[src/rtl/fifo_param.sv]
// First-word-fall-through FIFO for any depth >= 2, with occupancy, almost-full/empty flags and flush; write to data_o takes 1 cycle.
// Backpressure: data_i_ready drops only when full (even if a read happens that cycle); all outputs come from registers.
module fifo_param #(
    parameter int DATA_WIDTH = 32,
    parameter int FIFO_DEPTH = 6,
    parameter int AF_THRESH  = FIFO_DEPTH - 1,
    parameter int AE_THRESH  = 1,
    localparam int IDX_WIDTH = ($clog2(FIFO_DEPTH) > 1) ? $clog2(FIFO_DEPTH) : 1,
    localparam int CNT_WIDTH = $clog2(FIFO_DEPTH + 1)
) (
    input  logic                  clk,
    input  logic                  reset_i,
    input  logic                  flush_i,
    input  logic [DATA_WIDTH-1:0] data_i,
    input  logic                  data_i_valid,
    output logic                  data_i_ready,
    output logic [DATA_WIDTH-1:0] data_o,
    output logic                  data_o_valid,
    input  logic                  data_o_ready,
    output logic [CNT_WIDTH-1:0]  occupancy_o,
    output logic                  almost_full_o,
    output logic                  almost_empty_o
);

    localparam logic [IDX_WIDTH-1:0] LAST_IDX = IDX_WIDTH'(FIFO_DEPTH - 1);
    localparam logic [CNT_WIDTH-1:0] DEPTH_C  = CNT_WIDTH'(FIFO_DEPTH);
    localparam logic [CNT_WIDTH-1:0] AF_C     = CNT_WIDTH'(AF_THRESH);
    localparam logic [CNT_WIDTH-1:0] AE_C     = CNT_WIDTH'(AE_THRESH);

    logic [DATA_WIDTH-1:0] mem_q [FIFO_DEPTH];

    logic [IDX_WIDTH-1:0] wr_ptr_q, wr_ptr_d;
    logic [IDX_WIDTH-1:0] rd_ptr_q, rd_ptr_d;
    logic [CNT_WIDTH-1:0] count_q, count_d;
    logic                 wr_en;
    logic                 rd_en;

    // Explicit wrap compare so non-power-of-two depths work.
    function automatic logic [IDX_WIDTH-1:0] ptr_inc(input logic [IDX_WIDTH-1:0] p);
        return (p == LAST_IDX) ? '0 : p + IDX_WIDTH'(1);
    endfunction

    assign data_i_ready   = (count_q != DEPTH_C);
    assign data_o_valid   = (count_q != '0);
    assign data_o         = mem_q[rd_ptr_q];
    assign occupancy_o    = count_q;
    assign almost_full_o  = (count_q >= AF_C);
    assign almost_empty_o = (count_q <= AE_C);

    assign wr_en = data_i_valid && data_i_ready;
    assign rd_en = data_o_valid && data_o_ready;

    always_comb begin
        wr_ptr_d = wr_ptr_q;
        rd_ptr_d = rd_ptr_q;
        count_d  = count_q;
        if (flush_i) begin
            wr_ptr_d = '0;
            rd_ptr_d = '0;
            count_d  = '0;
        end else begin
            if (wr_en) wr_ptr_d = ptr_inc(wr_ptr_q);
            if (rd_en) rd_ptr_d = ptr_inc(rd_ptr_q);
            if (wr_en && !rd_en)      count_d = count_q + CNT_WIDTH'(1);
            else if (rd_en && !wr_en) count_d = count_q - CNT_WIDTH'(1);
        end
    end

    always_ff @(posedge clk) begin
        if (reset_i) begin
            wr_ptr_q <= '0;
            rd_ptr_q <= '0;
            count_q  <= '0;
        end else begin
            wr_ptr_q <= wr_ptr_d;
            rd_ptr_q <= rd_ptr_d;
            count_q  <= count_d;
        end
    end

    // Storage is not reset; a write is dropped when reset or flush wins the cycle.
    always_ff @(posedge clk) begin
        if (!reset_i && !flush_i && wr_en) begin
            mem_q[wr_ptr_q] <= data_i;
        end
    end

endmodule

[config.mk]
export PLATFORM = sky130hd
export DESIGN_NAME = fifo_param
export DESIGN_NICKNAME = d
export VERILOG_FILES = /design/src/rtl/fifo_param.sv
export SDC_FILE = /design/constraint.sdc
export NUM_CORES = 1
export LEC_CHECK = 0
export ABC_AREA = 0
export CORE_MARGIN = 2
export CORE_UTILIZATION = 40
export CTS_CLUSTER_SIZE = 16
export DETAILED_ROUTE_END_ITERATION = 6
export PLACE_DENSITY = 0.62
export SYNTH_ARGS = -nofsm -noshare
export SYNTH_HDL_FRONTEND = slang
export SYNTH_SLANG_ARGS = --single-unit
[constraint.sdc]
create_clock -name clk -period 5.46 [get_ports clk]
set_clock_uncertainty 0.2 [all_clocks]
set_input_delay 1.092 -clock clk [delete_from_list [all_inputs] [get_ports clk]]
set_output_delay 1.092 -clock clk [all_outputs]
set_load 0.05 [all_outputs]
==> impl_metrics.csv <==
group,metric,value,unit
layout,final_common_cell,"edfxtp_1",
sta,setup_viol,0,
floorplan,dieHeight,145,um
critical_path,endpoint_kind,"output port",
global_routing,grt_pass1_wl,22.6,mm
layout,finalNetCount,505,
drt,wl,14.6,mm
global_routing,overflow,0,
synthesis,synth_compound_area_share,0.855,%
synthesis,yosysUniqueCellTypes,30,
global_routing,antenna_found_initial,0,
min_path,min_path_cells,2,
synthesis,avgSynthCellArea,21.4,sq um
place,dp_hpwl,8.43,mm
floorplan,die-area,20900,sq um
clock_network,clk_pin_slew,0.06,ns
sta,fmax,0.228,GHz
synthesis,ys_warn_count,0,
pwr,peakVddDrop,0.181,mV
drt,first_pass_iters,4,
layout,area_growth,21.9,%
sta,tns,0,ns
floorplan,pin_count,76,
place,placed_area,8990,sq um
layout,layout-drive-gt1-share,26.9,%
synthesis,synth_top_family_by_area,"multiplexers",
critical_path,cp.required,4.17,ns
status,status,"finished clean",
synthesis,synthXorXnorAreaFrac,0.332,%
drt,postRouteAntennaNets,0,
critical_path,startpoint_type,"register",
clock_network,root_buffer,"clkbuf_16",
synthesis,yosysSeqAreaShare,76.0,%
synthesis,synth-seq-cells,204,
pwr,leakage,3.01,nW
pwr,power.density,338,nW/um^2
critical_path,crit_fanout,64,
floorplan,rows,51,
clock_network,clkSinkCount,204,
critical_path,cp.arrival,3.10,ns
sta,final_max_slew_viol_count,0,
drt,drc,0,
min_path,hold_class,"reg -> reg",
clock_network,cts_max_path_buffers,3,
clock_network,postCtsHoldBufs,0,
drt,vias,3689,
clock_network,numCtsBuffers,21,
synthesis,synth_fa_ha_area_share,0.950,%
critical_path,crit_type,"reg -> out",
synthesis,netlist_instances,370,
floorplan,core_area,19400,sq um
clock_network,htree_levels,1,
place,portBuffers,75,
layout,most-common-layout-cells,"192 x edfxtp_1, 75 x clkdlybuf4s50_1, 48 x mux2_2, 32 x mux4_2, 21 x clkbuf_16",
drt,vias_per_cell,4.98,
pwr,power.total,3.26,mW
synthesis,synth-simple-area-share,1.77,%
layout,antenna_cells,0,
clock_network,ctsResizeCount,0,
critical_path,reg2reg_depth,6,
layout,multiInputGateArea,1820,sq um
drt,drt_iter0_drc,239,
layout,final_area,9630,sq um
floorplan,die_w,145,um
floorplan,start_util,40.8,%
sta,tightest_slew,1.01,ns
drt,wl_per_cell,19.7,um
job,maxCapViolCount,0,
sta,post-route-period-util,80.4,%
synthesis,synthesis.area,7910,sq um
sta,hold_viol,0,
layout,regArea,6010,sq um
global_routing,grt_max_degree,65,
sta,finalCriticalPeriod,4.39,ns
synthesis,synth.area.mux_share,18.5,%
clock_network,insertion_delay,0.49,ns
layout,fill_cells,1613,
global_routing,grt_use_total,14.5,%
sta,rsz0062_at_grt,"false",
clock_network,cts_tree,"yes",
global_routing,grt_pass1_vias,3930,
synthesis,synth.net_count,413,
sta,relSlewSlack,32.6,%
clock_network,postCtsSetupBuffers,0,
place,gp_congestion,0.703,
stage by stage:
step           hold slack, ns  cells  utilization, %  setup WS, ns
4_1_cts                 0.306    741            49.7          1.02
3_3_place_gp            0.260    704            46.4          1.52
2_1_floorplan           0.251    370               -          1.84
5_1_grt                 0.340    741            49.7         0.942
6_report                0.302    741            49.7          1.07
3_5_place_dp            0.280    704            46.4          1.50
worst paths after layout:
kind | start | to | slack, ns
setup / recovery | register | data_o[21] | 1.07
setup reg to reg | occupancy_o[0] | mem_q[5][18] | 2.37
hold reg to reg | rd_ptr_q[0] | register | 0.30
hold / removal | rd_ptr_q[0] | register | 0.30
layout make-up:
type	count	share of cell area [%]
clock inverters	9	0.727
inverters	4	0.156
repair buffers	84	8.49
flip-flops and latches	204	62.4
multi-input cells	147	18.8
well taps	265	3.44
clock buffers	28	5.94
state kept, by name, indices dropped and copies added (netlist names), named ones only:
register / flops
mem_q: 192
occupancy_o: 3
rd_ptr_q: 3
wr_ptr_q: 3
cell families after synthesis:
group	after synthesis
AOI/OAI and AO/OA	12
xor gates and xnor gates	3
adders and majority gates	6
buffers and inverters	19
DFF	204
muxes	98
and+or+nand+nor	28
report_power, final:
part | total [mW] | switching (mW) | leakage, nW | internal, mW
Combinational | 0.202 | 0.118 | 0.869 | 0.0843
Sequential | 1.73 | 0.00814 | 1.83 | 1.72
Clock | 1.32 | 0.543 | 0.310 | 0.781
Total | 3.26 | 0.669 | 3.01 | 2.59
Yosys cell counts:
cell      count  area, sq um
buf_6         7         78.8
mux2_2       48          541
inv_1         4         15.0
o21a_1        1         7.51
or3_1         2         12.5
buf_1         1         3.75
o22ai_1       2         12.5
a21oi_1       4         20.0
mux4_2       32          721
edfxtp_1    192         5770
o21ai_0       4         20.0
xor2_1        1         8.76
nand2b_1      2         12.5
mux2_1       16          180
mux2i_1       2         20.0
and2_1        1         6.26
nand3_1       1         5.00
dfxtp_1      12          240
ha_1          6         75.1
nand3b_1      1         7.51
nor2b_1       1         6.26
nand2_1       5         18.8
xnor2_1       2         17.5
or4_1         1         7.51
or2_2         2         12.5
buf_2         4         20.0
or4b_2        1         10.0
a21boi_1      1         7.51
nor2_1       11         41.3
clkbuf_1      3         11.3
routing by layer:
metal	part of all wire, %	GRT usage [%]
met1	44	19.6
met2	49	24.1
met3	4.9	2.91
met4	1.8	4.04
met5	0	0
worst max-delay path, cell delays in order (launching register included):
cell and delay [ns]:
dfxtp_4 0.92, mux2_2 0.41, mux4_2 0.50, clkdlybuf4s50_1 0.72
(Power assumes the default switching activity.)
